`src/rtl/uart_rx_deframer.sv`:
```
// UART receive deframer: validates the start bit, samples data LSB-first at mid-bit, checks stop.
// Words leave on a valid/ready port with sticky errors; define UART_RX_PARITY_EN for a parity bit.
module uart_rx_deframer #(
   parameter int OverSample = 8,
   parameter int DataBits   = 8
) (
   input  logic                i_clk,
   input  logic                i_rst,
   input  logic                i_tick,
   input  logic                i_rx,
   input  logic                i_ready,
   input  logic                i_err_clr,
   input  logic                i_parity_odd,
   output logic [DataBits-1:0] o_data,
   output logic                o_valid,
   output logic                o_busy,
   output logic                o_frame_err,
   output logic                o_overrun,
   output logic                o_parity_err
);

   localparam int TW = $clog2(OverSample);
   localparam int BW = (DataBits > 1) ? $clog2(DataBits) : 1;
   localparam logic [TW-1:0] TICK_HALF = TW'(OverSample / 2 - 1);
   localparam logic [TW-1:0] TICK_LAST = TW'(OverSample - 1);
   localparam logic [BW-1:0] BIT_LAST  = BW'(DataBits - 1);

   typedef enum logic [2:0] {
      S_IDLE,
      S_START,
      S_DATA,
      S_PARITY,
      S_STOP,
      S_BREAK
   } state_t;

   state_t              r_state;
   logic                r_rx_meta;
   logic                r_rx_s;
   logic [TW-1:0]       r_tick_cnt;
   logic [BW-1:0]       r_bit_cnt;
   logic [DataBits-1:0] r_shift;
   logic                r_done;
   logic                w_tick_last;

   assign w_tick_last = (r_tick_cnt == TICK_LAST);

   // NOTE: the synchroniser resets to the idle-high line level so leaving reset never fakes a start bit.
   always_ff @(posedge i_clk or posedge i_rst) begin
      if (i_rst) begin
         r_rx_meta <= 1'b1;
         r_rx_s    <= 1'b1;
      end else begin
         r_rx_meta <= i_rx;
         r_rx_s    <= r_rx_meta;
      end
   end

`ifndef UART_RX_PARITY_EN
   logic w_unused_parity_odd;
   assign w_unused_parity_odd = i_parity_odd;
   assign o_parity_err        = 1'b0;
`endif

   // NOTE: all sequential state uses non-blocking assignments so every register sees pre-edge values.
   always_ff @(posedge i_clk or posedge i_rst) begin
      if (i_rst) begin
         r_state     <= S_IDLE;
         r_tick_cnt  <= '0;
         r_bit_cnt   <= '0;
         r_shift     <= '0;
         r_done      <= 1'b0;
         o_data      <= '0;
         o_valid     <= 1'b0;
         o_busy      <= 1'b0;
         o_frame_err <= 1'b0;
         o_overrun   <= 1'b0;
`ifdef UART_RX_PARITY_EN
         o_parity_err <= 1'b0;
`endif
      end else begin
         // NOTE: the clear comes first so any flag set further down wins on the same edge.
         if (i_err_clr) begin
            o_frame_err <= 1'b0;
            o_overrun   <= 1'b0;
`ifdef UART_RX_PARITY_EN
            o_parity_err <= 1'b0;
`endif
         end

         // A completed frame is presented one clock after its stop-bit sample.
         r_done <= 1'b0;
         if (r_done) begin
            if (!o_valid || i_ready) begin
               o_data  <= r_shift;
               o_valid <= 1'b1;
            end else begin
               o_overrun <= 1'b1;
            end
         end else if (i_ready) begin
            o_valid <= 1'b0;
         end

         case (r_state)
            S_IDLE: begin
               if (!r_rx_s) begin
                  r_state    <= S_START;
                  r_tick_cnt <= '0;
                  o_busy     <= 1'b1;
               end
            end

            S_START: begin
               if (i_tick) begin
                  if (r_tick_cnt == TICK_HALF) begin
                     r_tick_cnt <= '0;
                     if (r_rx_s) begin
                        r_state <= S_IDLE;
                        o_busy  <= 1'b0;
                     end else begin
                        r_bit_cnt <= '0;
                        r_state   <= S_DATA;
                     end
                  end else begin
                     r_tick_cnt <= r_tick_cnt + TW'(1);
                  end
               end
            end

            S_DATA: begin
               if (i_tick) begin
                  if (w_tick_last) begin
                     r_tick_cnt <= '0;
                     r_shift    <= {r_rx_s, r_shift[DataBits-1:1]};
                     r_bit_cnt  <= r_bit_cnt + BW'(1);
                     if (r_bit_cnt == BIT_LAST) begin
`ifdef UART_RX_PARITY_EN
                        r_state <= S_PARITY;
`else
                        r_state <= S_STOP;
`endif
                     end
                  end else begin
                     r_tick_cnt <= r_tick_cnt + TW'(1);
                  end
               end
            end

`ifdef UART_RX_PARITY_EN
            S_PARITY: begin
               if (i_tick) begin
                  if (w_tick_last) begin
                     r_tick_cnt <= '0;
                     if (r_rx_s != (^r_shift ^ i_parity_odd)) o_parity_err <= 1'b1;
                     r_state <= S_STOP;
                  end else begin
                     r_tick_cnt <= r_tick_cnt + TW'(1);
                  end
               end
            end
`endif

            S_STOP: begin
               if (i_tick) begin
                  if (w_tick_last) begin
                     r_tick_cnt <= '0;
                     if (r_rx_s) begin
                        r_done  <= 1'b1;
                        r_state <= S_IDLE;
                        o_busy  <= 1'b0;
                     end else begin
                        o_frame_err <= 1'b1;
                        r_state     <= S_BREAK;
                     end
                  end else begin
                     r_tick_cnt <= r_tick_cnt + TW'(1);
                  end
               end
            end

            // A line held low after a bad stop bit must not be taken as a new start bit.
            S_BREAK: begin
               if (r_rx_s) begin
                  r_state <= S_IDLE;
                  o_busy  <= 1'b0;
               end
            end

            default: begin
               r_state <= S_IDLE;
               o_busy  <= 1'b0;
            end
         endcase
      end
   end

endmodule
```
`config.mk`:
```
export PLATFORM = sky130hd
export DESIGN_NAME = uart_rx_deframer
export DESIGN_NICKNAME = d
export VERILOG_FILES = /design/src/rtl/uart_rx_deframer.sv
export SDC_FILE = /design/constraint.sdc
export NUM_CORES = 1
export LEC_CHECK = 0
export ABC_CLOCK_PERIOD_IN_PS = 1600
export BUFFER_PORTS_ARGS = -buffer_cell sky130_fd_sc_hd__buf_2
export CAP_MARGIN = 25
export CORE_AREA = 2 2 60 62
export CTS_BUF_LIST = sky130_fd_sc_hd__clkbuf_4
export DETAILED_ROUTE_END_ITERATION = 10
export DIE_AREA = 0 0 62 64
export HOLD_SLACK_MARGIN = 0.15
export PLACE_DENSITY = 0.7
export REMOVE_ABC_BUFFERS = 1
export SKIP_LAST_GASP = 1
export SYNTH_ARGS = -nofsm -noshare
export SYNTH_HDL_FRONTEND = slang
export SYNTH_SLANG_ARGS = --single-unit
```
`constraint.sdc`:
```
create_clock -name i_clk -period 1.6 [get_ports i_clk]
set_input_delay 0.08 -clock i_clk [delete_from_list [all_inputs] [get_ports i_clk]]
set_output_delay 0.08 -clock i_clk [all_outputs]
set_load 0.05 [all_outputs]
```
# Word level (Yosys, flattened, before mapping)
# Index checks and enable logic that the tools add are counted.
dict set report word_totals {
  ff_bits 32
  in_bits 7
  out_inout_bits 13
  wordCells 93
}
dict set report classes {
  add_sub_neg 2
  eq_ne 19
  muxes 45
  bitwise 1
  reduce_logical 14
}
# op n
set op_table {}
lappend op_table {{two-way mux 3 bit} 19}
lappend op_table {{two-way mux 1 bit} 21}
lappend op_table {{!= test 2 bit (second input constant)} 10}
lappend op_table {{case mux 3 bit (5 select lines)} 1}
lappend op_table {{== test 3 bit (second input constant)} 4}
lappend op_table {{AND reduction 6 bit} 2}
lappend op_table {{case mux 3 bit (3 select lines)} 1}
lappend op_table {{AND reduction 9 bit} 1}
lappend op_table {{adder 3 x 1 -> 3 bit (second input constant)} 2}
lappend op_table {{== test 3 x 2 -> 1 bit (second input constant)} 2}
lappend op_table {{case mux 3 bit (2 select lines)} 1}
lappend op_table {{case mux 1 bit (5 select lines)} 1}
lappend op_table {{!= test 2 x 1 -> 1 bit (second input constant)} 2}
lappend op_table {{AND reduction 2 bit} 2}
lappend op_table {{AND reduction 4 bit} 1}
lappend op_table {{nonzero test 2 bit} 2}
lappend op_table {{== test 3 x 1 -> 1 bit (second input constant)} 1}
lappend op_table {{logical NOT 3 bit} 1}
lappend op_table {{AND reduction 3 bit} 1}
lappend op_table {{nonzero test 3 bit} 1}
lappend op_table {{two-way mux 2 bit} 1}
lappend op_table {{OR reduction 2 bit} 1}
lappend op_table {{logical NOT 1 bit} 1}
lappend op_table {{logical OR 1 bit} 1}
lappend op_table {{inverter 1 bit} 1}

# Depth between registers and ports, before layout
dict set report depth {
  depth_word 5
  ltp_mapped 7
  mapped_depth_nobuf 7
}

# Least setup slack after synthesis
# No wires, ideal clock.
dict set report synth_path {
  path_kind {reg-to-reg}
  start {reg r_tick_cnt[0]}
  end {reg o_busy}
  setup_ns 0.125
  arrival_ns 1.530
  required_time_ns 1.475
  setup_slack_ns -0.056
  path_stages_with_launch 7
  path_buffers 0
  synth_period_minus_slack_ns 1.656
  cell_sequence {dfrtp_1 ha_1 ha_1 nor4b_2 a21oi_2 nand3_2 mux2_4}
}
dict set report synth_via {
  elab_chain_cells 3
}
# element line
set synth_lines {}
lappend synth_lines {{start, declared} 40} ;# logic [TW-1:0] r_tick_cnt;
lappend synth_lines {{start signal, assigned} 125} ;# r_tick_cnt <= r_tick_cnt + TW'(1);
lappend synth_lines {{start signal, assigned} 144} ;# r_tick_cnt <= r_tick_cnt + TW'(1);
lappend synth_lines {{start signal, assigned} 176} ;# r_tick_cnt <= r_tick_cnt + TW'(1);
lappend synth_lines {{== test 3 x 2 -> 1 bit or == test 3 bit (tied branches)} {115, 46}}
lappend synth_lines {{!= test 2 bit (no source line)} -}
lappend synth_lines {{AND reduction 6 bit (no source line) (*)} -}
lappend synth_lines {{end signal, assigned} 109} ;# o_busy <= 1'b1;
lappend synth_lines {{end signal, assigned} 119} ;# o_busy <= 1'b0;
lappend synth_lines {{end signal, assigned} 170} ;# o_busy <= 1'b0;
lappend synth_lines {{end, declared} 16} ;# output logic o_busy,
# Every way passes the cells marked *; elsewhere a longest branch is shown, timed or not.
# A chain may end at the register's enable or synchronous reset.

# Worst setup path after layout
# Same ends and word-level chain as after synthesis.

==> summary.md <==
| Metric | Value |
|---|---|
| Diodes inserted | 0 |
| GRT Util Overall | 17.9% |
| Dpl cells | 193 |
| Worst path max stage delay | 430 ps |
| CTS Sinks | 32 |
| Synth Cell Area | 0.00158 mm^2 |
| Max Cap Viol | 0 |
| Drt pass-1 iters | 4 |
| I/O Buffers | 17 |
| RD Place Congestion | 0.851 |
| CTS root buf | clkbuf_4 |
| Crit-path slowest cell | dfrtp_1 |
| Vias in the first global route | 1111 |
| CTS tree | done |
| Cell Pwr Density | 1210 mW/mm^2 |
| Status | finished with violations |
| Die Area | 0.00397 mm^2 |
| Final Setup Violations | 1 |
| WL/cell | 14.4 um |
| Violations in the final reports | setup timing |
| Mean post-synth cell area | 12.7 um^2 |
| Routed Antenna Nets | 0 |
| Non-filler instance count after layout | 208 |
| Die Wd | 62 um |
| Num CTS Buffers | 5 |
| Yosys warning count | 0 |
| Worst EP required | 1830 ps |
| Post-Route WL | 2990 um |
| CP max FO | 4 |
| Final nets | 174 |
| CP Class | flop to flop |
| Top Family by Delay on Critical Path | flip-flops |
| Final Skew | 16.4 ps |
| Syn-to-layout area delta | 23.7% |
| Critical Path Sink Type | flop |
| Critical path startpoint category | flop |
| RSZ-0062 raised after global routing | true |
| CTS clock-pin slew for the worst setup and hold paths | 100 ps |
| IO Pins | 20 |
| Crit share post-route | 102% |
| Gate count after technology mapping | 125 |
| Worst path bufs/invs | 0 |
| Clk buf depth | 2 |
| Iter 0 DRT Violations | 66 |
| Worst setup margin | -25.0 ps |
| Overflow after GRT | 0 |
| Fmax | 615 MHz |
| Register area share after synthesis | 50.8% |
| Count of cell types in the netlist | 39 |
| Crit path top cell by count | ha_4 |
| Drc violations | 0 |
| Vias per Instance | 5.22 |
| DIE HEIGHT | 64 um |
| Data arrival, critical path | 1860 ps |
| Clk_lat worst skew | 340 ps |
| Initial antenna violation count | 0 |
| Vias post-DR | 1086 |
| Core area | 0.00328 mm^2 |
| Initial cell density of the core | 48.2% |
| Cell Chain, Critical Path | ha_4, ha_4, nor4b_4, a21oi_2, nand3_2, mux2_4 |
| Hold crit path type | input port to asynchronous set/reset pin |
| Largest net degree at the start of global routing | 18 |
| Pins Over Slew Limit | 0 |
| H-tree Lvls | 2 |
| FP Rows | 21 |
| Peak VDD IR | 584 uV |
| Share of layout cells above drive strength 1 | 42.0% |
| P_leak | 0.955 nW |
| Pre-CTS setup slack | -158 ps |
| Minimum clock period | 1620 ps |
| Filler Cell Count | 275 |
| Slew margin rel. | 59.7% |
| Final Hold Vio Count | 0 |
| Worst-Margin Slew | 603 ps |
| Final HPWL from detailed placement | 2050 um |
| Total chip power | 2.36 mW |
| #FFs+latches synth | 32 |
| Wire length of the first global-routing pass | 5170 um |
-- worst min-delay path, cell delays in order --
cell	delay (ps)
dlygate4sd3_1	530
buf_2	120
inv_1	440
-- logic make-up after synthesis --
family | Yosys count | synth area share [%]
muxes | 20 | 16.0
DFF | 32 | 50.8
buffers and inverters | 13 | 4.98
adders and majority gates | 6 | 4.75
AOI/OAI and AO/OA | 20 | 10.7
and+or+nand+nor | 33 | 12.6
other | 1 | 0.237
-- placed cells by master (no fill, tap or decap), types with 3 or more instances in the layout --
cell | synthesis | layout
inv_1 | 8 | 8
ha_1 | 6 | 3
clkbuf_4 | 0 | 6
nand3_1 | 3 | 3
ha_4 | 0 | 3
dfrtp_1 | 30 | 28
mux2_2 | 10 | 8
or2_1 | 3 | 3
nor2_1 | 6 | 6
buf_2 | 0 | 17
dlygate4sd3_1 | 0 | 5
buf_4 | 2 | 10
o22ai_1 | 4 | 4
mux2_4 | 8 | 10
nand2_1 | 6 | 6
nand2b_1 | 4 | 4
-- cells in the mapped netlist --
cell type / instances / area share (%)
a211o_1: 1 / 0.55
a211oi_1: 1 / 0.47
a21boi_0: 2 / 0.95
a21oi_1: 2 / 0.63
a21oi_2: 1 / 0.55
a22o_1: 2 / 1.1
a2bb2oi_1: 1 / 0.55
a32o_1: 1 / 0.63
a32oi_4: 1 / 1.7
and2b_1: 1 / 0.47
and3b_1: 1 / 0.55
and4b_4: 1 / 0.87
buf_4: 2 / 0.95
buf_6: 3 / 2.1
conb_1: 1 / 0.24
dfrtp_1: 30 / 47
dfstp_2: 2 / 3.3
ha_1: 6 / 4.7
inv_1: 8 / 1.9
mux2_2: 10 / 7.1
mux2_4: 8 / 7.6
mux2i_1: 2 / 1.3
nand2_1: 6 / 1.4
nand2_2: 1 / 0.40
nand2b_1: 4 / 1.6
nand3_1: 3 / 0.95
nand3_2: 1 / 0.63
nor2_1: 6 / 1.4
nor2b_1: 1 / 0.40
nor3_1: 1 / 0.32
nor3b_1: 2 / 0.95
nor4b_2: 1 / 0.95
o21ai_1: 1 / 0.32
o22ai_1: 4 / 1.6
o2bb2ai_1: 1 / 0.55
o31ai_1: 1 / 0.47
o32ai_1: 1 / 0.55
or2_1: 3 / 1.2
or2b_1: 1 / 0.47
-- stage by stage --
| step | setup TNS (ps) | hold WS, ps | instance area (um^2) | utilization, % |
|---|---|---|---|---|
| after global routing | -146 | 368 | 1960 | 59.6 |
| after global placement | -120 | 160 | 1760 | 53.7 |
| after CTS | -71.9 | 361 | 1920 | 58.4 |
| after detailed placement | -369 | 174 | 1760 | 53.7 |
| final | -25.0 | 358 | 1960 | 59.6 |
| after floorplan | -71.4 | 84.5 | 1530 | - |
-- layer usage --
metal | GRT usage (%) | vias to the layer above | routed length, um
met5 | 0 | - | 0
met4 | 7.18 | 0 | 44
met3 | 5.47 | 5 | 91
met2 | 26.8 | 19 | 1440
met1 | 23.7 | 547 | 1420
li1 | - | 515 | -
-- where the power goes --
group | switching [mW] | total [mW] | internal (mW)
combinational | 0.474 | 0.954 | 0.480
sequential | 0.0942 | 0.972 | 0.878
clock | 0.260 | 0.439 | 0.179
total | 0.828 | 2.36 | 1.54
-- registers in the layout (all words and copies together), names as in the netlist, 3 cells and up --
| signal | flops |
|---|---|
| r_shift | 8 |
| r_tick_cnt | 3 |
| o_data | 8 |
| r_state | 3 |
| r_bit_cnt | 3 |
-- what timing repair did --
action                     in CTS  in global routing
setup endpoints to repair      15                 13
cloned                          1                  0
hold endpoints to repair       19                  0
resized for setup               7                  8
pin swaps                       3                  5
buffers inserted                0                  1
hold buffers                    5                  0
-- layout make-up --
type	instances	area, um^2	share of cell area [%]
Inverter	8	30.0	1.53
Clock inverter	2	7.51	0.384
Clock buffer	6	45.0	2.30
Tap cell	46	57.6	2.94
Timing Repair Buffer	33	230	11.8
Multi-Input combinational cell	81	781	39.9
Sequential cell	32	806	41.2
-- worst paths after layout --
kind                                           startpoint  cells after the start  slack [ps]                     end
worst min register to register        r_rx_meta$_DFF_PP1_                      0         360        r_rx_s$_DFF_PP1_
worst max register to register  r_tick_cnt[0]$_DFFE_PP0P_                      6         -20      o_busy$_DFFE_PP0P_
worst max-delay path            r_tick_cnt[0]$_DFFE_PP0P_                      6         -20      o_busy$_DFFE_PP0P_
max in group asynchronous                           i_rst                      4         690   o_data[0]$_DFFE_PP0P_
min in group i_clk                    r_rx_meta$_DFF_PP1_                      0         360        r_rx_s$_DFF_PP1_
worst min-delay path                                i_rst                      3         360  r_shift[6]$_DFFE_PP0P_
Power figures use the tool's default switching activity.
